===== src/rtl/uart_pkg.sv =====
// Shared UART transmit definitions: FSM state encoding, frame lengths and idle line level.
// The PARITY state encoding exists only when UART_TX_PARITY_EN is defined.
package uart_pkg;

  localparam logic [2:0] ST_IDLE   = 3'd0;
  localparam logic [2:0] ST_START  = 3'd1;
  localparam logic [2:0] ST_DATA   = 3'd2;
`ifdef UART_TX_PARITY_EN
  localparam logic [2:0] ST_PARITY = 3'd3;
`endif
  localparam logic [2:0] ST_STOP   = 3'd4;

  localparam int FRAME_8N1 = 10;
  localparam int FRAME_8E1 = 11;

  localparam logic LINE_IDLE = 1'b1;

  function automatic logic even_parity(input logic [7:0] data);
    return ^data;
  endfunction

endpackage


===== src/rtl/uart_tx_shift.sv =====
// UART frame serializer: START/DATA/(PARITY)/STOP stepping on baud ticks, registered tx.
// PARITY stage is built only when UART_TX_PARITY_EN is defined.
module uart_tx_shift
  import uart_pkg::*;
(
  input  logic       sys_clk,
  input  logic       rst_n,
  input  logic       baud_tick,
  input  logic       load,
  input  logic [7:0] load_data,
  output logic       tx,
  output logic       busy
);

`ifdef UART_TX_PARITY_EN
  localparam logic [2:0] AFTER_DATA = ST_PARITY;
`else
  localparam logic [2:0] AFTER_DATA = ST_STOP;
`endif

  logic [2:0] state_r;
  logic [2:0] cnt_r;
  logic [7:0] data_r;
  logic       tx_r;

  // Frame sequencing; a tick in the load cycle is ignored because the load happens in IDLE.
  always_ff @(posedge sys_clk or negedge rst_n) begin
    if (!rst_n) begin
      state_r <= ST_IDLE;
      cnt_r   <= 3'd0;
      data_r  <= 8'h00;
      tx_r    <= LINE_IDLE;
    end else begin
      case (state_r)
        ST_IDLE: begin
          if (load) begin
            data_r  <= load_data;
            state_r <= ST_START;
          end
        end
        ST_START: begin
          if (baud_tick) begin
            tx_r    <= 1'b0;
            cnt_r   <= 3'd0;
            state_r <= ST_DATA;
          end
        end
        ST_DATA: begin
          if (baud_tick) begin
            tx_r  <= data_r[cnt_r];
            // counter only advances here, so 7->0 wrap coincides with leaving DATA
            cnt_r <= cnt_r + 3'd1;
            if (cnt_r == 3'd7) begin
              state_r <= AFTER_DATA;
            end
          end
        end
`ifdef UART_TX_PARITY_EN
        ST_PARITY: begin
          if (baud_tick) begin
            tx_r    <= even_parity(data_r);
            state_r <= ST_STOP;
          end
        end
`endif
        ST_STOP: begin
          if (baud_tick) begin
            tx_r    <= LINE_IDLE;
            state_r <= ST_IDLE;
          end
        end
        default: begin
          state_r <= ST_IDLE;
          tx_r    <= LINE_IDLE;
        end
      endcase
    end
  end

  assign tx   = tx_r;
  assign busy = (state_r != ST_IDLE);

endmodule


===== src/rtl/uart_tx_arbiter.sv =====
// Round-robin arbiter feeding one UART transmitter from NUM_REQ byte sources.
// Optional even-parity frames (8E1) when UART_TX_PARITY_EN is defined; ports identical either way.
module uart_tx_arbiter
  import uart_pkg::*;
#(
  parameter int NUM_REQ = 4,
  parameter int ID_W    = 2
) (
  input  logic                 sys_clk,
  input  logic                 rst_n,
  input  logic                 baud_tick,
  input  logic [NUM_REQ-1:0]   req_valid,
  input  logic [NUM_REQ*8-1:0] req_data,
  output logic [NUM_REQ-1:0]   req_ready,
  output logic                 tx,
  output logic                 busy,
  output logic [ID_W-1:0]      gnt_id
);

  localparam int IDX_W = ID_W + 1;

  logic [ID_W-1:0]      last_gnt_r;
  logic [ID_W-1:0]      gnt_id_r;
  logic [ID_W-1:0]      start_s;
  logic [ID_W-1:0]      off_s;
  logic [ID_W-1:0]      sel_id_s;
  logic [IDX_W-1:0]     sum_s;
  logic [2*NUM_REQ-1:0] rot_s;
  logic                 probe_s;
  logic                 sel_valid_s;
  logic                 xfer_s;
  logic [7:0]           load_byte_s;

  // Round-robin pick: rotate valids so bit 0 is (last_gnt+1), take the lowest set bit.
  always_comb begin
    start_s     = (last_gnt_r == ID_W'(NUM_REQ - 1)) ? {ID_W{1'b0}} : last_gnt_r + 1'b1;
    rot_s       = {req_valid, req_valid} >> start_s;
    sel_valid_s = 1'b0;
    off_s       = {ID_W{1'b0}};
    probe_s     = 1'b0;
    for (int j = NUM_REQ - 1; j >= 0; j--) begin
      probe_s = 1'(rot_s >> j);
      if (probe_s) begin
        sel_valid_s = 1'b1;
        off_s       = ID_W'(j);
      end else begin
        off_s       = off_s;
      end
    end
    sum_s = {1'b0, start_s} + {1'b0, off_s};
    if (sum_s >= IDX_W'(NUM_REQ)) begin
      sel_id_s = ID_W'(sum_s - IDX_W'(NUM_REQ));
    end else begin
      sel_id_s = ID_W'(sum_s);
    end
  end

  assign xfer_s      = sel_valid_s & ~busy;
  assign req_ready   = xfer_s ? ({{(NUM_REQ-1){1'b0}}, 1'b1} << sel_id_s) : {NUM_REQ{1'b0}};
  assign load_byte_s = 8'(req_data >> {sel_id_s, 3'b000});

  // Grant bookkeeping: requester 0 wins first after reset because last_gnt starts at NUM_REQ-1.
  always_ff @(posedge sys_clk or negedge rst_n) begin
    if (!rst_n) begin
      last_gnt_r <= ID_W'(NUM_REQ - 1);
      gnt_id_r   <= {ID_W{1'b0}};
    end else if (xfer_s) begin
      last_gnt_r <= sel_id_s;
      gnt_id_r   <= sel_id_s;
    end
  end

  assign gnt_id = gnt_id_r;

  uart_tx_shift u_shift (
    .sys_clk   (sys_clk),
    .rst_n     (rst_n),
    .baud_tick (baud_tick),
    .load      (xfer_s),
    .load_data (load_byte_s),
    .tx        (tx),
    .busy      (busy)
  );

endmodule


===== config.mk =====
export PLATFORM = sky130hd
export DESIGN_NAME = uart_tx_arbiter
export DESIGN_NICKNAME = d
export VERILOG_FILES = /design/src/rtl/uart_pkg.sv /design/src/rtl/uart_tx_shift.sv /design/src/rtl/uart_tx_arbiter.sv
export SDC_FILE = /design/constraint.sdc
export NUM_CORES = 1
export LEC_CHECK = 0
export BUFFER_PORTS_ARGS = -buffer_cell sky130_fd_sc_hd__buf_2
export CAP_MARGIN = 5
export CORE_ASPECT_RATIO = 0.9
export CORE_MARGIN = 2
export CORE_UTILIZATION = 48
export CTS_BUF_LIST = sky130_fd_sc_hd__clkbuf_4
export CTS_CLUSTER_SIZE = 25
export DETAILED_ROUTE_END_ITERATION = 7
export GPL_ROUTABILITY_DRIVEN = 0
export PLACE_DENSITY = 0.86
export SLEW_MARGIN = 25
export SYNTH_ARGS = -nofsm -noshare
export SYNTH_HDL_FRONTEND = slang
export SYNTH_SLANG_ARGS = --single-unit

===== constraint.sdc =====
create_clock -name sys_clk -period 2.7 [get_ports sys_clk]
set_input_delay 0.54 -clock sys_clk [delete_from_list [all_inputs] [get_ports sys_clk]]
set_output_delay 0.54 -clock sys_clk [all_outputs]
set_load 0.02 [all_outputs]

==> results of run 1 <==
==> flip-flops by register name, summed over array words and instances (netlist names) <==
register / flops
u_shift.state_r: 3
gnt_id: 2
u_shift.data_r: 8
u_shift.cnt_r: 3
last_gnt_r: 2
u_shift.tx: 1
==> cell type report <==
cell class                      count  area [um^2]
Tap cell                           42         52.6
Sequential cell                    19          479
Multi-Input combinational cell    138         1140
Timing Repair Buffer               79          528
Fill cell                         201          833
Clock buffer                        4         30.0
==> kinds of logic (layout without fill, tap and decap cells) <==
logic type / Yosys count / after routing / synth area share [%]
and+or+nand+nor: 79 / 79 / 29.2
AOI/OAI and AO/OA: 49 / 49 / 25.5
DFF: 19 / 19 / 31.0
buffers and inverters: 12 / 83 / 5.74
adders and majority gates: 4 / 4 / 3.23
muxes: 4 / 4 / 4.20
xor gates and xnor gates: 2 / 2 / 1.13
==> routing by layer <==
layer	track usage, %	up-vias	wire length [um]
li1	-	781	-
met1	34.8	789	2080
met2	40.3	70	2170
met3	4.08	16	224
met4	8.70	0	151
met5	0	-	0
==> path summary, 6_finish.rpt <==
check / startpoint / end / slack (ns)
max: last_gnt_r[0] / req_ready[3] / -0.33
max in group asynchronous: rst_n / last_gnt_r[1] / 2.20
max reg2reg: last_gnt_r[0] / u_shift.data_r[2] / 0.10
min in group sys_clk: u_shift.data_r[0] / u_shift.data_r[0] / 0.50
min reg2reg: u_shift.data_r[0] / u_shift.data_r[0] / 0.50
min: rst_n / u_shift.data_r[7] / 0.17
==> what timing repair did <==
item | CTS | global route
endpoints found under the setup margin | 4 | 10
resized for setup | 16 | 11
buffers inserted | 10 | 3
pin swaps | 13 | 8
endpoints found under the hold margin | 0 | 0
gates cloned | 0 | 0
hold buffers | 0 | 0
==> metrics by stage <==
step | setup slack, ns | instances | setup TNS (ns) | utilization, %
2_1_floorplan | -0.0267 | 169 | -0.0430 | -
3_3_place_gp | -0.0129 | 266 | -0.0129 | 64.6
3_5_place_dp | -0.0696 | 266 | -0.134 | 64.6
4_1_cts | -0.356 | 280 | -1.12 | 70.5
5_1_grt | -0.424 | 282 | -1.56 | 72.8
6_report | -0.334 | 282 | -1.18 | 72.8
==> cell usage in the layout, fill, tap and decap left out, types with 4 or more instances in the layout <==
cell type                   instances
sky130_fd_sc_hd__buf_4             32
sky130_fd_sc_hd__nand2_1           24
sky130_fd_sc_hd__clkbuf_4           4
sky130_fd_sc_hd__a221oi_1           6
sky130_fd_sc_hd__and2b_2            9
sky130_fd_sc_hd__a2111oi_1          5
sky130_fd_sc_hd__nor2_1            12
sky130_fd_sc_hd__o21ai_0            4
sky130_fd_sc_hd__dfrtp_1           16
sky130_fd_sc_hd__buf_2             42
sky130_fd_sc_hd__o31ai_1            8
sky130_fd_sc_hd__a21oi_1            4
sky130_fd_sc_hd__nor2b_1           11
==> critical path, cell delays in order (launching register included) <==
cell and delay (ns):
sky130_fd_sc_hd__dfstp_2 0.61, sky130_fd_sc_hd__buf_4 0.14, sky130_fd_sc_hd__buf_4 0.11, sky130_fd_sc_hd__buf_4 0.13
sky130_fd_sc_hd__mux2i_2 0.09, sky130_fd_sc_hd__or4_4 0.46, sky130_fd_sc_hd__a31oi_4 0.27, sky130_fd_sc_hd__nor2_4 0.07
sky130_fd_sc_hd__buf_12 0.13, sky130_fd_sc_hd__nor2_4 0.07, sky130_fd_sc_hd__buf_6 0.12
==> implementation parameters, run 1 <==
Parameter                              Value

Route
  Via count    1,656
  Total DRC errors in the routed layout    0
  Average via count per standard cell    approximately 6
  Detail Route Antenna Nets    0
  Detailed-route wire length per cell    16.4 um
  Drt initial violations    83
  Count of TritonRoute iterations in the first routing pass    4
  Final WL    roughly 4600 um

Floorplanning
  Initial cell density of the core    50.5%
  Chip Height    slightly below 60 um
  Horizontal extent of the die    between 60 and 70 um
  Placeable core region    between 3000 and 4000 um^2
  Die Footprint    ~3700 um^2
  Number of placement rows    19
  Number of primary I/O pins    47

Clocking
  Number of clock buffers inserted by TritonCTS    3
  Clock latency at the later pin of the worst-skew pair    roughly 0.3 ns
  CTS tree    done
  Root cell of the clock tree    sky130_fd_sc_hd__clkbuf_4
  CTS sink cnt    19
  Clk pin slew, worst setup/hold paths    between 0.1 and 0.15 ns
  Deepest clock path buffer count    2
  Number of H-tree branching levels    1

Setup path
  Reg2reg path depth    11
  Class of the most critical setup path    register to output port
  Critical path launch point type    register
  Crit Path Max Fanout    5
  Crit. End Element    output port
  Critical path data arrival time    between 2 and 2.5 ns
  WP data required    about 2.2 ns

Timing
  Minimum hold slack    ~0.17 ns
  Post-route minimum period    roughly 3 ns
  Setup slack of the critical path after layout    -0.334 ns
  Skew final    0.00347 ns
  Normalized max-slew margin    71.6%
  Hold Violations, Final    0
  Max Freq    330 MHz
  Number of pins exceeding their max-slew limit in the final report    0
  Tcrit/Tclk final    112%
  RSZ-0062 raised after global routing    yes
  # setup viols final    4
  Slew at the pin closest to its max-slew limit    around 0.42 ns

Outcome
  Result of the run    complete, but fails checks
  Violated checks    negative setup slack

Synthesis
  Synthesized area divided by synthesized cell count    slightly above 9 um^2
  Cell taking the most area after synthesis    sky130_fd_sc_hd__dfrtp_1
  Post-Syn Area    approximately 1500 um^2
  Cells taking the most area after synthesis    sky130_fd_sc_hd__dfrtp_1, sky130_fd_sc_hd__nand2_1, sky130_fd_sc_hd__dfstp_2
  Number of flops mapped to enable cells by yosys    0
  Cell with the most instances after synthesis    sky130_fd_sc_hd__nand2_1
  Share of the yosys chip area belonging to registers    about 31%
  Number of nets in the synthesized netlist    approximately 210
  Proportion of netlist area held by the largest area contributor    25.9%
  Share of flip-flops with an asynchronous set or reset    100%
  Synthesis-stage register bit count    19
  Mapped Cells    about 170
  Most used flip-flop cell after synthesis    sky130_fd_sc_hd__dfrtp_1
  Warnings from Yosys    0
  Library cells used by synthesis    44
  Top cells by count, synth    sky130_fd_sc_hd__nand2_1, sky130_fd_sc_hd__dfrtp_1, sky130_fd_sc_hd__nor2_1, sky130_fd_sc_hd__nor2b_1, sky130_fd_sc_hd__and2b_2

Place
  Detailed placement HPWL    2990 um
  Number of buffers inserted by port buffering    46
  Cell area after placement    just under 2000 um^2

Layout
  Total Nets Final    about 280
  Share of post-route cells with drive strength above 1    between 50% and 60%
  Synthesis-to-finish area growth    44.3%
  Cell area after layout    2230 um^2
  Antenna Diode Count    0

GRT
  First-pass GRT wire length    7270 um
  Vias in the first global route    about 1,500
  Maximum number of pins on one net before global-route repair    20
  Total congestion overflow    0
  Global router's overall resource usage    about a quarter
  Initial antenna violation count    0

Job
  Number of max-cap violations    0

Hold path
  Worst hold path type    primary input to async pin
Power of run 1 is not shown: default switching activity piles up to over one toggle a cycle in this logic, so the estimate is an artifact.
==> inputs of run 2 (changes only) <==
--- a/config.mk
+++ b/config.mk
@@ -5,11 +5,12 @@
 export SDC_FILE = /design/constraint.sdc
 export NUM_CORES = 1
 export LEC_CHECK = 0
+export ABC_AREA = 1
 export BUFFER_PORTS_ARGS = -buffer_cell sky130_fd_sc_hd__buf_2
 export CAP_MARGIN = 5
 export CORE_ASPECT_RATIO = 0.9
 export CORE_MARGIN = 2
-export CORE_UTILIZATION = 48
+export CORE_UTILIZATION = 47
 export CTS_BUF_LIST = sky130_fd_sc_hd__clkbuf_4
 export CTS_CLUSTER_SIZE = 25
 export DETAILED_ROUTE_END_ITERATION = 7
==> implementation parameters, run 2 <==
Parameter                              Value

Outcome
  Result of the run    complete, but fails checks
  Violated checks    negative setup slack

Timing
  Setup slack of the critical path after layout    -0.334 ns
  Slew at the pin closest to its max-slew limit    0.421 ns
  # setup viols final    4
  Post-route minimum period    3.03 ns
  Minimum hold slack    about 0.17 ns
  Number of pins exceeding their max-slew limit in the final report    0
  Hold Violations, Final    0
  Skew final    between 0.0008 and 0.0009 ns
  RSZ-0062 raised after global routing    yes
  Max Freq    330 MHz
  Normalized max-slew margin    a little under three quarters
  Tcrit/Tclk final    112%
  Sum of negative setup slack    -1.29 ns

Layout
  Number of flip-flops in the largest register    8
  Register ranked first by flip-flop count    u_shift.data_r
  Multi-input logic area    between 900 and 1000 um^2
  Antenna Diode Count    0
  Commonest cells after routing, fill and taps aside    sky130_fd_sc_hd__nand2_1, sky130_fd_sc_hd__buf_2, sky130_fd_sc_hd__nand3_1
  Share of post-route cells with drive strength above 1    about two fifths
  Number of fill cells    ~240
  Combined flip-flop and latch cell area    roughly 480 um^2
  Commonest non-fill, non-tap cell in the layout    sky130_fd_sc_hd__nand2_1
  Synthesis-to-finish area growth    37.8%
  Total Nets Final    about 320
  Top flop regs    u_shift.data_r: 8 flops, u_shift.cnt_r: 3 flops, u_shift.state_r: 3 flops
  Cell area after layout    between 1500 and 2000 um^2

Synthesis
  Share of flip-flops with an asynchronous set or reset    between 90% and 100%
  Post-synthesis xor/xnor area fraction    less than 1%
  Proportion of netlist area held by the largest area contributor    27.9%
  Mapped Cells    210
  Synthesis-stage register bit count    19
  Number of flops mapped to enable cells by yosys    0
  Top cells by count, synth    sky130_fd_sc_hd__nand2_1, sky130_fd_sc_hd__nand3_1, sky130_fd_sc_hd__dfrtp_1, sky130_fd_sc_hd__inv_1, sky130_fd_sc_hd__nor2_1
  Multiplexer share of the synthesized area    around 1.4%
  Share of the synthesized area in compound gates (AO/OA/AOI/OAI)    approximately 6.4%
  Warnings from Yosys    0
  Most used flip-flop cell after synthesis    sky130_fd_sc_hd__dfrtp_1
  Arithmetic-cell share of the synthesized area counting full adders, half adders and majority gates    roughly 3.5%
  Simple-gate share of the synthesized area    46.2%
  Number of nets in the synthesized netlist    253
  Cell with the most instances after synthesis    sky130_fd_sc_hd__nand2_1
  Share of the yosys chip area belonging to registers    about 33%
  Post-Syn Area    between 1000 and 1500 um^2
  Library cells used by synthesis    29
  Cells taking the most area after synthesis    sky130_fd_sc_hd__dfrtp_1, sky130_fd_sc_hd__nand2_1, sky130_fd_sc_hd__nand3_1
  Synthesized area divided by synthesized cell count    6.82 um^2
  Main combinational cell family by area after synthesis    simple AND/OR/NAND/NOR gates
  Cell taking the most area after synthesis    sky130_fd_sc_hd__dfrtp_1

Floorplanning
  Number of primary I/O pins    47
  Chip Height    56.4 um
  Initial cell density of the core    approximately 50%
  Placeable core region    about 2800 um^2
  Die Footprint    about 3500 um^2
  Horizontal extent of the die    62.2 um
  Number of placement rows    18

Place
  Number of buffers inserted by port buffering    46
  Pre-CTS WS    -0.112 ns
  Detailed placement HPWL    between 2000 and 3000 um
  Cell area after placement    about 1800 um^2

Route
  Detail Route Antenna Nets    0
  Average via count per standard cell    between 5 and 6
  Final WL    between 3000 and 4000 um
  Total DRC errors in the routed layout    0
  Via count    1,606
  Drt initial violations    between 80 and 90
  Detailed-route wire length per cell    11.8 um
  Count of TritonRoute iterations in the first routing pass    4

Setup path
  Class of the most critical setup path    register to output port
  Critical path launch point type    register
  Crit Path Max Fanout    6
  WP data required    2.16 ns
  Critical path data arrival time    ~2.5 ns
  Crit. End Element    output port

GRT
  Initial antenna violation count    0
  Total congestion overflow    0
  First-pass GRT wire length    a little over 6000 um
  Global router's overall resource usage    between 20% and 30%
  Maximum number of pins on one net before global-route repair    20
  Vias in the first global route    around 1,500
  Global-route met1 utilization    26.1%
  Layer with the highest usage    met2
  Global routing usage on met2    approximately two fifths
  Grt met3 use    under 10%

Clocking
  Clock latency at the later pin of the worst-skew pair    around 0.29 ns
  CTS sink cnt    19
  Root cell of the clock tree    sky130_fd_sc_hd__clkbuf_4
  Number of H-tree branching levels    1
  CTS tree    done
  Number of clock buffers inserted by TritonCTS    3
  Hold-fix buffers, CTS    0
  Clk pin slew, worst setup/hold paths    around 0.1 ns
  Deepest clock path buffer count    2

Hold path
  Worst hold path type    primary input to async pin

Job
  Number of max-cap violations    0
## run 2: changes by cell type in the layout (fill, tap and decap cells not counted), sizes merged, moves of 4 or more
cell | before | now
a2111oi | 9 | 0
nor4 | 4 | 0
a221oi | 8 | 0
nand4 | 1 | 7
nand2 | 26 | 87
o31ai | 9 | 0
buf | 79 | 65
and2b | 10 | 0
inv | 0 | 18
nor2b | 11 | 0
nand3 | 0 | 32
## run 2: cells by family (layout without fill, tap and decap cells)
family | after synthesis | in the layout
AND/OR/NAND/NOR | 143 | 143
buffers and inverters | 25 | 87
flip-flops | 19 | 19
AO/OA/AOI/OAI | 16 | 16
adder cells (fa/ha/maj) | 4 | 4
multiplexers | 2 | 2
XOR/XNOR | 1 | 1
## run 2: worst max-delay path, cell delays in order, from the launching register on
cell and delay, ns:
sky130_fd_sc_hd__dfstp_2 0.60, sky130_fd_sc_hd__ha_4 0.24, sky130_fd_sc_hd__inv_4 0.08, sky130_fd_sc_hd__nand3_2 0.09
sky130_fd_sc_hd__nand2_1 0.10, sky130_fd_sc_hd__a21boi_2 0.17, sky130_fd_sc_hd__ha_2 0.24, sky130_fd_sc_hd__xor2_4 0.20
sky130_fd_sc_hd__inv_2 0.07, sky130_fd_sc_hd__nand3_4 0.09, sky130_fd_sc_hd__nand2_8 0.08, sky130_fd_sc_hd__nand2_4 0.08
sky130_fd_sc_hd__nor2_4 0.03, sky130_fd_sc_hd__buf_6 0.12
## run 2: worst paths after layout
path | from | endpoint | slack, ns | cells after the start
setup / recovery | last_gnt_r[0] | req_ready[3] | -0.33 | 13
hold / removal | rst_n | gnt_id[0] | 0.17 | 1
setup reg to reg | last_gnt_r[0] | u_shift.data_r[3] | 0.20 | 14
hold reg to reg | gnt_id[1] | gnt_id[1] | 0.49 | 2
max in group asynchronous | rst_n | u_shift.tx | 2.21 | 1
min in group sys_clk | gnt_id[1] | gnt_id[1] | 0.49 | 2
## run 2: area by class of cell
class                   instances  share of cell area [%]
inverters                      18                    3.55
repair buffers                 65                    20.5
multi-input cells             166                    47.6
clock buffers                   4                    1.52
flip-flops and latches         19                    24.3
well taps                      40                    2.53
## run 2: metrics by stage
stage,util (%),instances
floorplan,-,210
detailed placement,65.3,303
CTS,69.1,311
finish,70.1,312
global placement,65.3,303
global route,70.1,312
## run 2: metal layers
| layer | vias up | routed length, um | part of all wire, % |
|---|---|---|---|
| met1 | 738 | 1590 | 43 |
| met2 | 48 | 1840 | 50 |
| met4 | 0 | 38 | 1.0 |
| li1 | 813 | - | - |
| met3 | 7 | 202 | 5.5 |
| met5 | - | 0 | 0 |
## run 2: what timing repair did
action | 4_1_cts | 5_1_grt
setup buffers | 4 | 1
endpoints found under the setup margin | 4 | 4
pin swaps | 10 | 7
resized for setup | 12 | 5
Power of run 2 is left out for the same reason.
